## src/rtl/blackjack_pkg.sv

```systemverilog
// -----------------------------------------------------------------------------
// blackjack_pkg
// Shared types and constants for the card dealer and the stages around it.
//   card_t          4-bit card code: 0 = empty slot, 1..13 = Ace..King
//   CARD_EMPTY      code stored in an unfilled slot
//   CARD_MAX        highest legal card code (King)
//   MAX_CARDS       card slots per hand
//   dealer_state_t  dealer sequencing states
//   card_valid()    true when a 4-bit candidate is a legal card
// -----------------------------------------------------------------------------
package blackjack_pkg;

  typedef logic [3:0] card_t;

  localparam card_t CARD_EMPTY = 4'd0;
  localparam card_t CARD_MAX   = 4'd13;
  localparam int    MAX_CARDS  = 9;

  typedef enum logic [2:0] {
    IDLE,
    INIT_P0,
    INIT_D0,
    INIT_P1,
    INIT_D1,
    HIT_P,
    HIT_D,
    DONE
  } dealer_state_t;

  // Raw LFSR nibbles 0, 14 and 15 are not cards and get redrawn.
  function automatic logic card_valid(input card_t c);
    return (c != CARD_EMPTY) && (c <= CARD_MAX);
  endfunction

endpackage

```

## src/rtl/card_lfsr.sv

```systemverilog
// -----------------------------------------------------------------------------
// card_lfsr
// Free-running 16-bit Fibonacci LFSR, polynomial x^16+x^14+x^13+x^11+1.
// Shifts left every cycle with the feedback bit entering bit 0.
//   clk   system clock, rising edge
//   rst   asynchronous, active-low reset; loads SEED
//   lfsr  current register contents
// SEED must be nonzero, otherwise the register locks up at zero.
// -----------------------------------------------------------------------------
module card_lfsr #(
  parameter logic [15:0] SEED = 16'hACE1
) (
  input  logic        clk,
  input  logic        rst,
  output logic [15:0] lfsr
);

  logic feedback;

  // Taps for x^16, x^14, x^13 and x^11 are bits 15, 13, 12 and 10.
  assign feedback = lfsr[15] ^ lfsr[13] ^ lfsr[12] ^ lfsr[10];

  // NOTE: state registers use non-blocking assignments so every flop samples
  // the values from before the edge, whatever order the blocks evaluate in.
  always_ff @(posedge clk or negedge rst) begin
    if (!rst) begin
      lfsr <= SEED;
    end else begin
      lfsr <= {lfsr[14:0], feedback};
    end
  end

endmodule

```

## src/rtl/card_dealer.sv

```systemverilog
// -----------------------------------------------------------------------------
// card_dealer
// Deals random cards into a player hand and a dealer hand. A new round clears
// both hands and deals P, D, P, D. A hit adds one card to one hand. The
// candidate card is the low nibble of a free-running LFSR. Nibbles outside
// 1..13 are rejected, and the draw is retried on the next cycle.
//
// Ports
//   clk                 system clock, rising edge
//   rst                 asynchronous, active-low reset
//   new_round           pulse: clear both hands and start the 4-card deal
//                       (also aborts any draw in progress)
//   hit_player          pulse: deal one card to the player (IDLE only)
//   hit_dealer          pulse: deal one card to the dealer (IDLE only)
//   player_card_values  player slots, slot i at [4*i+3:4*i]; 0 = empty
//   dealer_card_values  dealer slots, same packing
//   player_count        number of filled player slots
//   dealer_count        number of filled dealer slots
//   busy                high in every state except IDLE
//   deal_done           one-cycle pulse after the last card of a request lands
//   hit_err             one-cycle pulse after a hit to a full hand is refused
// The card value outputs feed the card-value arrays of the totals stage.
// -----------------------------------------------------------------------------
module card_dealer #(
  parameter logic [15:0] LFSR_SEED = 16'hACE1,
  parameter int          MAX_CARDS = 9
) (
  input  logic                   clk,
  input  logic                   rst,
  input  logic                   new_round,
  input  logic                   hit_player,
  input  logic                   hit_dealer,
  output logic [4*MAX_CARDS-1:0] player_card_values,
  output logic [4*MAX_CARDS-1:0] dealer_card_values,
  output logic [3:0]             player_count,
  output logic [3:0]             dealer_count,
  output logic                   busy,
  output logic                   deal_done,
  output logic                   hit_err
);

  import blackjack_pkg::*;

  localparam logic [3:0] FULL_COUNT = 4'(MAX_CARDS);

  dealer_state_t state_q;
  dealer_state_t state_d;

  logic [15:0] lfsr;
  logic [11:0] lfsr_unused;
  card_t       candidate;
  logic        card_ok;

  // Control decoded from the state and the request pulses.
  logic clear_hands;
  logic write_player;
  logic write_dealer;
  logic refuse_hit;

  logic [MAX_CARDS-1:0][3:0] player_slots;
  logic [MAX_CARDS-1:0][3:0] dealer_slots;

  // ---------------------------------------------------------------------------
  // Random source
  // ---------------------------------------------------------------------------
  card_lfsr #(
    .SEED (LFSR_SEED)
  ) u_lfsr (
    .clk  (clk),
    .rst  (rst),
    .lfsr (lfsr)
  );

  // Only the low nibble picks the card. The upper bits matter only inside the
  // shift chain.
  assign lfsr_unused = lfsr[15:4];
  assign candidate   = lfsr[3:0];
  assign card_ok     = card_valid(candidate);

  // ---------------------------------------------------------------------------
  // FSM state register
  // ---------------------------------------------------------------------------
  always_ff @(posedge clk or negedge rst) begin
    if (!rst) begin
      state_q <= IDLE;
    end else begin
      state_q <= state_d;
    end
  end

  // ---------------------------------------------------------------------------
  // Next state and write strobes
  // ---------------------------------------------------------------------------
  // NOTE: every output of this block gets a default first, so no path through
  // the case statement can leave one unassigned and infer a latch.
  always_comb begin
    state_d      = state_q;
    clear_hands  = 1'b0;
    write_player = 1'b0;
    write_dealer = 1'b0;
    refuse_hit   = 1'b0;

    if (new_round) begin
      // A new round wins in every state. When a draw is in progress, this
      // aborts it, so the aborted draw never reaches DONE and never pulses
      // deal_done.
      clear_hands = 1'b1;
      state_d     = INIT_P0;
    end else begin
      case (state_q)
        IDLE: begin
          // hit_player outranks hit_dealer. The losing pulse is dropped.
          if (hit_player) begin
            if (player_count < FULL_COUNT) state_d = HIT_P;
            else                           refuse_hit = 1'b1;
          end else if (hit_dealer) begin
            if (dealer_count < FULL_COUNT) state_d = HIT_D;
            else                           refuse_hit = 1'b1;
          end
        end
        INIT_P0: if (card_ok) begin write_player = 1'b1; state_d = INIT_D0; end
        INIT_D0: if (card_ok) begin write_dealer = 1'b1; state_d = INIT_P1; end
        INIT_P1: if (card_ok) begin write_player = 1'b1; state_d = INIT_D1; end
        INIT_D1: if (card_ok) begin write_dealer = 1'b1; state_d = DONE;    end
        HIT_P:   if (card_ok) begin write_player = 1'b1; state_d = DONE;    end
        HIT_D:   if (card_ok) begin write_dealer = 1'b1; state_d = DONE;    end
        DONE:    state_d = IDLE;
        default: state_d = IDLE;
      endcase
    end
  end

  // ---------------------------------------------------------------------------
  // Hands, counts and the refused-hit flag
  // ---------------------------------------------------------------------------
  // NOTE: the slot arrays are reset along with the rest of the state, because
  // downstream logic reads empty slots as 0 right after reset. Do not drop the
  // reset to save flops.
  always_ff @(posedge clk or negedge rst) begin
    if (!rst) begin
      player_slots <= {MAX_CARDS{CARD_EMPTY}};
      dealer_slots <= {MAX_CARDS{CARD_EMPTY}};
      player_count <= 4'd0;
      dealer_count <= 4'd0;
      hit_err      <= 1'b0;
    end else begin
      hit_err <= refuse_hit;

      if (clear_hands) begin
        player_slots <= {MAX_CARDS{CARD_EMPTY}};
        dealer_slots <= {MAX_CARDS{CARD_EMPTY}};
        player_count <= 4'd0;
        dealer_count <= 4'd0;
      end else begin
        // The count doubles as the index of the next free slot.
        if (write_player) begin
          for (int i = 0; i < MAX_CARDS; i++) begin
            if (player_count == 4'(i)) player_slots[i] <= candidate;
          end
          player_count <= player_count + 4'd1;
        end
        if (write_dealer) begin
          for (int i = 0; i < MAX_CARDS; i++) begin
            if (dealer_count == 4'(i)) dealer_slots[i] <= candidate;
          end
          dealer_count <= dealer_count + 4'd1;
        end
      end
    end
  end

  // ---------------------------------------------------------------------------
  // Outputs
  // ---------------------------------------------------------------------------
  assign player_card_values = player_slots;
  assign dealer_card_values = dealer_slots;
  assign busy               = (state_q != IDLE);
  assign deal_done          = (state_q == DONE);

endmodule

```

## config.mk

```make
export PLATFORM = sky130hd
export DESIGN_NAME = card_dealer
export DESIGN_NICKNAME = d
export VERILOG_FILES = /design/src/rtl/blackjack_pkg.sv /design/src/rtl/card_lfsr.sv /design/src/rtl/card_dealer.sv
export SDC_FILE = /design/constraint.sdc
export NUM_CORES = 1
export LEC_CHECK = 0
export BUFFER_PORTS_ARGS = -buffer_cell sky130_fd_sc_hd__buf_2
export CAP_MARGIN = 20
export CELL_PAD_IN_SITES_DETAIL_PLACEMENT = 0
export CELL_PAD_IN_SITES_GLOBAL_PLACEMENT = 1
export CORE_UTILIZATION = 46
export DETAILED_ROUTE_END_ITERATION = 8
export HOLD_SLACK_MARGIN = 0.1
export PLACE_DENSITY_LB_ADDON = 0.1
export SLEW_MARGIN = 25
export SYNTH_ARGS = -nofsm -noshare
export SYNTH_HDL_FRONTEND = slang
export SYNTH_SLANG_ARGS = --single-unit
```

## constraint.sdc

```tcl
create_clock -name clk -period 4.55 [get_ports clk]
set_input_delay 0.455 -clock clk [delete_from_list [all_inputs] [get_ports clk]]
set_output_delay 0.455 -clock clk [all_outputs]
set_load 0.02 [all_outputs]
```

==> run summary <==
The flow ran to the end, and the final reports show no timing, DRC or antenna violations. The final critical delay including setup and external delays came out at 2.92 ns. The combinational fraction of design power came out at 0.024. Clock-pin slew was measured on the worst setup and hold paths at 0.11 ns. The floorplan has 36 rows. The arrival time of the worst setup path came out at 3.18 ns.

The type of element launching the critical path is a register. The path category of the worst min-delay check is input port to async pin. Counting instances in the post-synthesis netlist gives the leading cell types as dfrtp_1, a21oi_1, o21ai_0. In the global route stage, overall resource usage came out at 0.234. The detailed-route wire length per cell is 17.3 µm. The number of buffers and inverters on the critical path is 0. The post-synthesis simple-gate area fraction is 0.198. The portion of synthesized cell area occupied by the leading cell type is 0.493. The wire length of the first global-routing pass came out at 18,700 µm. The fraction of the mapped netlist area in compound gates is 0.164. The number of pins exceeding their max-slew limit in the final report is 0.

The number of cells upsized or downsized after cts came out at 0. The final period utilization came out at 0.641. The power spent charging and discharging nets is 362 µW.

The mux share of post-synthesis cell area came out at 0.0193. By area the synthesized netlist is led by dfrtp_1, a21oi_1, o21ai_0, nand3_1, dfstp_2. For this run, the detailed router's first-pass iteration total came to 6. The endpoint of the most critical register-to-register path is player_card_values[21]. The total count of hold-check failures in the final report came out at 0. The xor/xnor cell area share of the yosys netlist came out at 0.0150. The worst setup path is of the register to register kind. The worst register-to-register path begins at u_lfsr.lfsr[1]. The pin count of the biggest net entering global routing is 63. The number of buffers added by the clock tree synthesis step came out at 9. The flip-flop and latch count after synthesis is 100.

The clock tree root buffer cell is clkbuf_8. The share of post-route cells with drive strength above 1 came out at 0.226. The family with the most delay on the worst path is simple AND/OR/NAND/NOR gates. The quantity of I/O buffers inserted on ports is 87. The setup check on the worst reg-to-reg path leaves a slack of 1.63 ns. The total nets after synthesis is 497.

In this run the worst path has a maximum fanout of 22. On the critical path, the stage with the largest delay is an instance of or4_1. The Yosys warning count is 0. The synthesized design spends more area on one cell type than any other, namely dfrtp_1. For this configuration, the core starts out at a cell density of 0.476.

TritonCTS built the clock tree. The main combinational cell family by area after synthesis is simple AND/OR/NAND/NOR gates. The count of hold-fix buffers inserted at cts came out at 0. The number of setup buffers added after CTS came out at 0. Summing all placed instances gives a cell area of 5130 µm².

The detail route stage leaves a number of antenna-violating nets equal to 0. After the flow finishes, the layout carries non-filler instances totaling 682. The proportion of power drawn by flip-flops and latches came out at 0.578. The synthesized area per cell came out at 9.66 µm².

The initial antenna violation count is 0. The wire-length estimate of the detail-placed layout is 7810 µm. The final setup violation count came out at 0.

The die is 103 µm wide. In this run the worst setup path begins at u_lfsr.lfsr[1]. After synthesis, the share of flip-flops with an asynchronous set or reset is 1.00. Of the total power, the clock network draws 0.399. In this run the cell area of the synthesized design comes to 4670 µm². Of the total synthesized cell area, the portion taken by full adders, half adders and majority gates is 0.0214. The total number of clock tree sinks is 100. In this run the vertical extent of the chip is 103 µm.

Once placement completed, the tool counted placed cells totaling 666. The maximum single-stage delay on the critical path is 0.78 ns. The total detailed-routing wirelength is 11,800 µm. The number of buffers on the longest clock path came out at 2. The number of global-route vias before repair is 3,612. The global route total overflow is 0. The violation count after the first detailed-route iteration came out at 241.

The growth of design area from synthesis to finish is 14.6%. The die area came out at 10,600 µm². The number of remaining DRC errors is 0. For this run, the register share of the synthesized area comes to 0.537. The overall via count from detail_route came out at 3,870. The final net count came out at 557. On the final layout, the worst clock skew is 0.0111 ns. The internal power of the cells totals 1180 µW.

The most repeated cell in the gate-level netlist after synthesis is dfrtp_1. The power density over the cells is 287 nW/µm². The number of antenna diodes came out at 0. The worst pin sits at a relative slew slack of 0.308. For the worst-skew pair, the clock arrives at the later sink with an insertion delay of 0.37 ns. The endpoint of the most critical setup path is player_card_values[21]. The cell depth of the worst setup path came out at 4.

Measured in cells, the most critical reg-to-reg path has a length of 4. Summing all non-filler instances in the final layout gives an area of 5360 µm². The number of top-level pins is 88. Of the total power, the share spent switching nets is 0.235. The final sum of negative setup slack is 0 ns. The via density per instance is 5.67. The synthesized design contains 0 enable-type register cells. The max-cap violation count is 0.

The leading register cell type out of synthesis is dfrtp_1. The kind of end point of the critical path is a register. In this run the standard cell core region covers 9820 µm². The number of library cell types mapped by synthesis is 45.

The clock tree synthesis step divided the H-tree into 3 levels. The maximum vdd ir drop is 0.000165 V. The gate count after technology mapping came out at 484.

Setup repair after global routing left no endpoint under its margin. STA puts the critical path data required time at 4.81 ns. Routability-driven placement finished with a final weighted congestion of 0.829. The leakage power total is 0.00244 µW. Traced cell by cell, the critical path runs through nand3_1, nand2_1, or4_1, mux2i_1.

The peak clock frequency supported by timing came out at 0.343 GHz. The actual transition at the worst max-transition pin is 1.04 ns.
-- power groups by stage --
stage	registers, µW	logic [µW]	clock network (µW)
2_1_floorplan	906	13.5	0
3_3_place_gp	906	36.9	0
3_5_place_dp	906	37.7	0
4_1_cts	889	37.6	627
5_1_grt	889	41.7	660
6_report	889	36.3	613
-- layout by cell type (no fill, tap or decap), types with 2 or more instances in the layout --
master	synthesis	routed
nor2b_1	8	8
mux2i_1	9	9
or4_1	2	2
nand2b_1	21	21
or2_2	2	2
dfrtp_1	92	92
inv_1	7	7
o21ai_0	66	66
clkbuf_8	0	10
and3_1	3	3
nor2_1	11	11
nor4_1	4	4
nor4b_1	2	2
and4_1	3	3
buf_4	1	5
inv_6	0	2
dfstp_2	8	8
nand4b_1	2	2
nand2_1	11	11
ha_1	8	8
nor4_4	1	2
xnor2_1	6	6
buf_2	9	86
xor2_1	2	2
a21oi_1	73	73
nor3_1	6	6
inv_8	0	2
nand4_1	12	12
or3_1	4	4
nand3_1	62	62
nor4_2	3	2
-- how the worst min path moves through the flow --
stage,slack [ns],startpoint,endpoint,depth (start not counted)
global route,0.21,rst,dealer_card_values[30],1
finish,0.15,rst,u_lfsr.lfsr[14],1
CTS,0.18,rst,dealer_card_values[30],1
floorplan,0.16,rst,dealer_card_values[0],0
detailed placement,0.34,u_lfsr.lfsr[9],u_lfsr.lfsr[10],0
global placement,0.34,u_lfsr.lfsr[14],u_lfsr.lfsr[15],0
-- state kept, by name (all words and copies together) (netlist names) --
signal / count
player_card_values: 36
u_lfsr.lfsr: 16
dealer_card_values: 36
state_q: 3
hit_err: 1
player_count: 4
dealer_count: 4
-- worst register-to-register path, stage by stage, from the launching register on --
cell     delay (ns)
dfrtp_1        0.75
nand3_1        0.58
nand2_1        0.54
or4_1          0.79
mux2i_1        0.17
-- area by class of cell --
class | instances | area [µm²]
clock inverters | 6 | 78.8
flip-flops and latches | 100 | 2510
repair buffers | 91 | 468
multi-input cells | 334 | 1960
fillers | 949 | 4460
well taps | 133 | 166
inverters | 8 | 30.0
clock buffers | 10 | 138
-- metrics by stage --
step / hold WS, ns / worst slack (ns) / total power, µW / util
floorplan: 0.159 / 2.75 / 920 / -
global placement: 0.337 / 1.76 / 943 / 0.523
detailed placement: 0.338 / 1.69 / 944 / 0.523
CTS: 0.179 / 1.67 / 1550 / 0.545
global route: 0.209 / 1.46 / 1590 / 0.546
finish: 0.146 / 1.63 / 1540 / 0.546
-- cells by family (layout without fill, tap and decap cells) --
family	after synthesis	count (layout)
adder cells (fa/ha/maj)	8	8
multiplexers	9	9
buffers and inverters	50	115
AND/OR/NAND/NOR	161	161
flip-flops	100	100
AO/OA/AOI/OAI	148	148
XOR/XNOR	8	8
-- metal layers --
layer	GRT usage	vias up	routed length [µm]
met4	0.0780	0	170
met1	0.337	1889	5650
met2	0.364	105	5500
met3	0.0346	17	465
met5	0	-	0
li1	-	1859	-
Power figures use the tool's default switching activity.
